$ cat src/rtl/div_pkg.sv
// Shared widths, state codes and handshake levels for the EX-stage divider.
package div_pkg;

    localparam int RegBus       = 32;
    localparam int DoubleRegBus = 64;

    typedef enum logic [1:0] {
        DivFree   = 2'b00,
        DivByZero = 2'b01,
        DivOn     = 2'b10,
        DivEnd    = 2'b11
    } div_state_e;

    localparam logic DivResultReady    = 1'b1;
    localparam logic DivResultNotReady = 1'b0;
    localparam logic DivStart          = 1'b1;
    localparam logic DivStop           = 1'b0;

    // Two's-complement magnitude of an operand when signed division is selected.
    function automatic logic [RegBus-1:0] magnitude(input logic [RegBus-1:0] v,
                                                    input logic              isSigned);
        return (isSigned && v[RegBus-1]) ? -v : v;
    endfunction

endpackage

$ cat src/rtl/div.sv
// Multi-cycle radix-2 restoring divider for DIV/DIVU, returning {remainder, quotient}.
module div
    import div_pkg::*;
(
    input  logic                    clk,
    input  logic                    rst,
    input  logic                    signed_div_i,
    input  logic [RegBus-1:0]       opdata1_i,
    input  logic [RegBus-1:0]       opdata2_i,
    input  logic                    start_i,
    input  logic                    annul_i,
    output logic [DoubleRegBus-1:0] result_o,
    output logic                    ready_o
);

    div_state_e              state_q, state_d;
    logic [5:0]              cnt_q, cnt_d;
    logic [DoubleRegBus:0]   work_q, work_d;
    logic [RegBus-1:0]       divisor_q, divisor_d;
    logic                    negQuot_q, negQuot_d;
    logic                    negRem_q, negRem_d;
    logic [DoubleRegBus-1:0] result_q, result_d;
    logic                    ready_q, ready_d;

    logic [RegBus:0]         trial;
    logic [RegBus-1:0]       quotient;
    logic [RegBus-1:0]       remainder;

    // Working register: [64:33] partial remainder, [32:1] dividend bits not yet
    // consumed, low end collects quotient bits as they shift in.
    assign trial     = {1'b0, work_q[63:32]} - {1'b0, divisor_q};
    assign quotient  = negQuot_q ? -work_q[31:0] : work_q[31:0];
    assign remainder = negRem_q ? -work_q[64:33] : work_q[64:33];

    always_ff @(posedge clk or negedge rst) begin
        if (!rst) begin
            state_q   <= DivFree;
            cnt_q     <= '0;
            work_q    <= '0;
            divisor_q <= '0;
            negQuot_q <= 1'b0;
            negRem_q  <= 1'b0;
            result_q  <= '0;
            ready_q   <= DivResultNotReady;
        end else begin
            state_q   <= state_d;
            cnt_q     <= cnt_d;
            work_q    <= work_d;
            divisor_q <= divisor_d;
            negQuot_q <= negQuot_d;
            negRem_q  <= negRem_d;
            result_q  <= result_d;
            ready_q   <= ready_d;
        end
    end

    always_comb begin
        state_d   = state_q;
        cnt_d     = cnt_q;
        work_d    = work_q;
        divisor_d = divisor_q;
        negQuot_d = negQuot_q;
        negRem_d  = negRem_q;
        result_d  = result_q;
        ready_d   = ready_q;

        case (state_q)
            DivFree: begin
                result_d = '0;
                ready_d  = DivResultNotReady;
                if (start_i == DivStart && !annul_i) begin
                    if (opdata2_i == '0) begin
                        state_d = DivByZero;
                    end else begin
                        state_d   = DivOn;
                        cnt_d     = '0;
                        work_d    = {32'b0, magnitude(opdata1_i, signed_div_i), 1'b0};
                        divisor_d = magnitude(opdata2_i, signed_div_i);
                        negQuot_d = signed_div_i & (opdata1_i[31] ^ opdata2_i[31]);
                        negRem_d  = signed_div_i & opdata1_i[31];
                    end
                end
            end
            DivByZero: begin
                state_d  = DivEnd;
                result_d = '0;
                ready_d  = DivResultReady;
            end
            DivOn: begin
                if (annul_i) begin
                    state_d  = DivFree;
                    work_d   = '0;
                    cnt_d    = '0;
                    result_d = '0;
                    ready_d  = DivResultNotReady;
                end else if (cnt_q != 6'd32) begin
                    if (trial[RegBus]) begin
                        work_d = {work_q[63:0], 1'b0};
                    end else begin
                        work_d = {trial[31:0], work_q[31:0], 1'b1};
                    end
                    cnt_d = cnt_q + 6'd1;
                end else begin
                    state_d  = DivEnd;
                    cnt_d    = '0;
                    result_d = {remainder, quotient};
                    ready_d  = DivResultReady;
                end
            end
            DivEnd: begin
                if (start_i == DivStop) begin
                    state_d  = DivFree;
                    result_d = '0;
                    ready_d  = DivResultNotReady;
                end
            end
            default: begin
                state_d = DivFree;
            end
        endcase
    end

    assign result_o = result_q;
    assign ready_o  = ready_q;

endmodule
$ cat config.mk
export PLATFORM = sky130hd
export DESIGN_NAME = div
export DESIGN_NICKNAME = d
export VERILOG_FILES = /design/src/rtl/div_pkg.sv /design/src/rtl/div.sv
export SDC_FILE = /design/constraint.sdc
export NUM_CORES = 1
export LEC_CHECK = 0
export CAP_MARGIN = 30
export CORE_ASPECT_RATIO = 0.6
export CORE_UTILIZATION = 62
export DETAILED_ROUTE_END_ITERATION = 12
export GPL_ROUTABILITY_DRIVEN = 0
export GPL_TIMING_DRIVEN = 0
export HOLD_SLACK_MARGIN = 0.03
export PLACE_DENSITY = 0.88
export SETUP_SLACK_MARGIN = 0.15
export SYNTH_ARGS = -nofsm -noshare
export SYNTH_HDL_FRONTEND = slang
export SYNTH_SLANG_ARGS = --single-unit
$ cat constraint.sdc
create_clock -name clk -period 6.1 [get_ports clk]
set_input_delay 0.915 -clock clk [delete_from_list [all_inputs] [get_ports clk]]
set_output_delay 0.915 -clock clk [all_outputs]
set_load 0.1 [all_outputs]
# Word level (Yosys, flattened, before mapping)
# Index checks and enable logic that the tools add are counted.
dict set report classes {
  n_addsub 6
  n_eq_ne 9
  mux 29
  n_reduce_logical 13
  n_bitwise 4
}
# op count
set op_table {}
lappend op_table {{two-way mux 65 bit} 5}
lappend op_table {{two-way mux 64 bit} 3}
lappend op_table {{case mux 64 bit (3 select lines)} 1}
lappend op_table {{case mux 65 bit (2 select lines)} 1}
lappend op_table {{two-way mux 32 bit} 4}
lappend op_table {{negation 32 bit} 4}
lappend op_table {{subtractor 32 x 32 -> 33 bit} 1}
lappend op_table {{zero test 32 bit} 1}
lappend op_table {{two-way mux 6 bit} 4}
lappend op_table {{case mux 6 bit (2 select lines)} 1}
lappend op_table {{two-way mux 2 bit} 5}
lappend op_table {{AND reduction 3 bit} 3}
lappend op_table {{case mux 2 bit (4 select lines)} 1}
lappend op_table {{adder 6 x 1 -> 6 bit, second input constant} 1}
lappend op_table {{inequality test 2 bit, second input constant} 3}
lappend op_table {{inequality test 3 bit, second input constant} 2}
lappend op_table {{inequality test 6 bit, second input constant} 1}
lappend op_table {{equality test 2 bit, second input constant} 2}
lappend op_table {{case mux 1 bit (4 select lines)} 1}
lappend op_table {{AND reduction 4 bit} 1}
lappend op_table {{logical AND 1 bit} 3}
lappend op_table {{two-way mux 1 bit} 3}
lappend op_table {{AND 1 bit} 2}
lappend op_table {{equality test 2 x 1 -> 1 bit, second input constant} 1}
lappend op_table {{other kinds (7)} 7}
dict set report word_totals {
  word_cells 69
  register_bits 172
  inputBits 69
  out_inout_bits 65
}

# Logic depth before layout (Yosys ltp)
dict set report logic_depth {
  word_depth 5
  mapped_depth 14
  depth_no_buf 12
}

# Worst setup path after synthesis
# No wires, ideal clock.
dict set report synth_path {
  path_type {input-to-reg}
  start {input port opdata2_i[0]}
  end {register work_q[64]}
  setup_time_ps 122
  required_ps 5978
  t_arrival_ps 3241
  stages 12
  slack_ps 2738
  n_path_buf 2
  path_cell_list {inv_1 > ha_1 > nor4b_1 > and3_1 > nand3_1 > o311a_1 > a21oi_1 > buf_2 > nor2_1 > buf_2 > a41oi_1 > nand2_1}
}
dict set report synth_between {
  elab_chain_len 3
}
# item line
set synth_lines {}
lappend synth_lines {{from (decl)} div.sv:9} ;# input logic [RegBus-1:0] opdata2_i,
lappend synth_lines {{zero test 32 bit} div.sv:72} ;# if (opdata2_i == '0) begin
lappend synth_lines {{inequality test 2 bit (no line)} --}
lappend synth_lines {{AND reduction 4 bit (no line)} --}
lappend synth_lines {{to (signal assigned)} div.sv:48} ;# work_q <= work_d;
lappend synth_lines {{to (decl)} div.sv:18} ;# logic [DoubleRegBus:0] work_q, work_d;
# No other way between the ends.
# A chain may end at the register's enable or synchronous reset.

# Final worst setup path
dict set report layout_path {
  start {input port opdata2_i[1]}
  end {register work_q[5]}
}
# Same word-level chain as after synthesis.

==> results by group <==
Placed design
  – DP HPWL: 25.1 mm
  – Port bufs: ~130

Die
  – Die ar.: 0.0187 mm2
  – Initial Util: 0.645
  – Total I/O pin count: 134
  – Core footprint: 0.0175 mm2
  – Die Height: about 110 um
  – Die span in x: 176 um
  – Core Rows: 37

Route
  – DRT antenna net count: 0
  – DRT Pass-1 Iters: 5
  – Final WL: 33.2 mm
  – Routed len/inst: 18.8 um
  – Vias per cell: 6.24
  – # DRC: 0
  – Total number of vias: ~11k
  – First DRT Iteration DRCs: 1458

Clocking
  – Total clock sinks: 172
  – Htree depth: 4
  – Worst-Skew Late Latency: 0.43 ns
  – Post-cts resize count: 0
  – CTS buffer count: 17
  – Root buf cell: clkbuf_16
  – Max clock buf depth: 2
  – Setup Fix Bufs, Post-CTS: 0
  – CTS tree: yes
  – CTS Hold Bufs: 0
  – Clock transition at path regs: about 0.08 ns

Critical path
  – Arr. time, crit path: 4.56 ns
  – Flop-to-flop setup slack: 2.11 ns
  – Worst Setup End Kind: register
  – WS Path Type: input pin to register
  – CP required: 6.37 ns
  – Crit path launch type: input pin
  – Critical path peak fanout: 10

STA
  – Max Clock Freq: 233 MHz
  – Min cycle time layout: 4.29 ns
  – Slew Limit Fails: 0
  – Worst slew pin tran: ~1.0 ns
  – Worst hold slack: 0.392 ns
  – RSZ-0062 raised after global routing: no
  – Final worst-path cycle share: 0.704
  – Final setup viols: 0
  – Final hold vios: 0
  – Clock skew: 0.0137 ns
  – Slew margin rel.: 0.304

Logic synthesis
  – Post-Synthesis Cells: 1369
  – Synthesized-area fraction occupied by adder cells: 0.0496
  – #FFs+latches synth: 172
  – Largest family of logic cells by synthesized area: compound AO/OA/AOI/OAI gates
  – Compound-cell area share of the yosys netlist: 0.229
  – Syn. warnings: 0
  – Multiplexer area fraction after synthesis: 0.00834
  – Synth Cell Area: 0.0113 mm2
  – EDFF count, synth: 0
  – Sequential fraction of the synthesis area: 0.383
  – Synth cell types: 67
  – Main synth FF type: dfrtp_1
  – Xor and xnor fraction of the mapped netlist area: 0.106
  – Post-Synth Simple-Gate Area: 0.177
  – Syn Nets: about 1.5k
  – Post-Syn Area per Cell: 8.22 um2
  – Post-synth ARST share: 1.00

GRT
  – Gr ovfl total: 0
  – Pin count of the biggest net entering global routing: 118
  – Initial antenna violation count: 0
  – First-pass GRT wire length: roughly 53 mm
  – Overall global routing resource usage: 0.368
  – Vias in the first global route: 10.2k

Run
  – Max-cap violations: 0

Power and ir drop
  – P_leak: approximately 5.8 nW
  – Peak VDD IR: 230 uV
  – Power, Total: slightly below 0.005 W
  – PwrDens: 359 mW/mm2

Final layout
  – Layout Area Growth over Synthesis: 20.1%
  – Fill count: 1217
  – Layout cell share with drive strength beyond 1: 0.0423
  – Antenna Cells: 0
  – Multi-input logic area: 0.00641 mm2
  – FF/Latch Area: 0.00430 mm2
  – Fin nets: 1636

Run status
  – Status: finished clean

Hold path
  – Hold WC Path Type: input pin to async pin
## through the flow
| step | instance area, um2 | util | instances | setup TNS (ns) | setup WS, ns |
|---|---|---|---|---|---|
| detailed placement | 12900 | 0.740 | 1737 | 0 | 1.49 |
| floorplan | 11300 | - | 1369 | 0 | 2.74 |
| finish | 13500 | 0.774 | 1769 | 0 | 1.81 |
| global route | 13500 | 0.774 | 1769 | 0 | 1.59 |
| CTS | 13500 | 0.774 | 1768 | 0 | 1.93 |
| global placement | 12900 | 0.738 | 1736 | -470.05 | -2.76 |
## cells in the final DEF (no fill, tap or decap), types with 6 or more instances in the layout
cell type | netlist | routed
inv_1 | 62 | 62
xor2_1 | 83 | 83
nand3_1 | 23 | 23
nor2_1 | 108 | 108
a31oi_1 | 9 | 9
ha_1 | 43 | 43
or4_1 | 12 | 12
buf_2 | 7 | 7
o21ai_1 | 7 | 7
o211ai_1 | 9 | 9
nor2b_1 | 6 | 6
dfrtp_1 | 172 | 172
mux2i_1 | 6 | 6
clkbuf_16 | 0 | 17
nand2_1 | 198 | 198
clkbuf_1 | 59 | 59
and3_1 | 9 | 9
o41ai_1 | 9 | 9
o21bai_1 | 6 | 6
o21ai_0 | 176 | 176
a21o_1 | 14 | 14
nor4_1 | 13 | 13
nand2b_1 | 10 | 10
xnor2_1 | 53 | 53
a21oi_1 | 127 | 127
clkdlybuf4s50_1 | 0 | 132
or3_1 | 16 | 16
and2_1 | 6 | 6
o31ai_1 | 27 | 27
nor3_1 | 17 | 17
## cell usage after synthesis (all sizes together) (6+ instances only)
library cell | number | share of area
a21o | 14 | 0.0093
a21oi | 127 | 0.056
a31oi | 9 | 0.0050
and2 | 6 | 0.0033
and3 | 9 | 0.0050
buf | 10 | 0.0044
clkbuf | 60 | 0.021
dfrtp | 172 | 0.38
ha | 43 | 0.048
inv | 62 | 0.021
mux2i | 6 | 0.0053
nand2 | 198 | 0.066
nand2b | 11 | 0.0068
nand3 | 23 | 0.010
nor2 | 108 | 0.036
nor2b | 6 | 0.0033
nor3 | 17 | 0.0076
nor4 | 13 | 0.0072
o211ai | 9 | 0.0060
o21ai | 183 | 0.081
o21bai | 6 | 0.0040
o31ai | 30 | 0.023
o41ai | 10 | 0.0085
or3 | 20 | 0.012
or4 | 15 | 0.011
xnor2 | 53 | 0.041
xor2 | 83 | 0.065
## per-layer routing
| layer | vias up | routed length [um] | GRT usage |
|---|---|---|---|
| met5 | - | 0 | 0 |
| met4 | 0 | 374 | 0.0752 |
| met3 | 50 | 5040 | 0.133 |
| met2 | 743 | 13100 | 0.496 |
| met1 | 5133 | 14700 | 0.557 |
| li1 | 5106 | - | - |
## layout make-up
type	instances	share of cell area
Buffer	72	0.0228
Tap cell	234	0.0217
Clock inverter	14	0.0130
Timing Repair Buffer	135	0.101
Sequential cell	172	0.319
Inverter	62	0.0172
Multi-Input combinational cell	1063	0.474
Clock buffer	17	0.0315
## cells by family (layout without fill, tap and decap cells)
| logic type | count (synthesis) | after routing |
|---|---|---|
| xor+xnor | 136 | 136 |
| flops | 172 | 172 |
| fa+ha+maj | 44 | 44 |
| simple gates | 439 | 439 |
| buf+inv | 134 | 300 |
| compound gates | 435 | 435 |
| mux | 9 | 9 |
## worst paths after layout
path | to | from | depth (start not counted)
max reg2reg | work_q[52] | divisor_q[0] | 13
min in group clk | result_o[47] | result_o[47] | 2
min | result_o[8] | rst | 1
min reg2reg | result_o[47] | result_o[47] | 2
max in group asynchronous | work_q[24] | rst | 2
max | work_q[5] | opdata2_i[1] | 12
## state kept, by name (all words and copies together), names as in the netlist
register and count:
negQuot_q 1, divisor_q 32, state_q 2, ready_o 1, cnt_q 6, negRem_q 1, work_q 65, result_o 64
## worst max-delay path: stages
cell	delay, ns
clkdlybuf4s50_1	0.48
inv_1	0.09
ha_1	0.17
nor4b_1	0.58
and3_1	0.36
nand3_1	0.16
o311a_1	0.45
a21oi_1	0.33
a21o_1	0.13
buf_2	0.18
clkbuf_1	0.46
o21ai_0	0.24
## power breakdown
group / total [W] / switching, W / internal (W)
registers: 0.00161 / 0.000243 / 0.00137
clock network: 0.00112 / 0.000536 / 0.000587
logic: 0.00211 / 0.00140 / 0.000716
total: 0.00485 / 0.00218 / 0.00267
(Power assumes the default switching activity.)
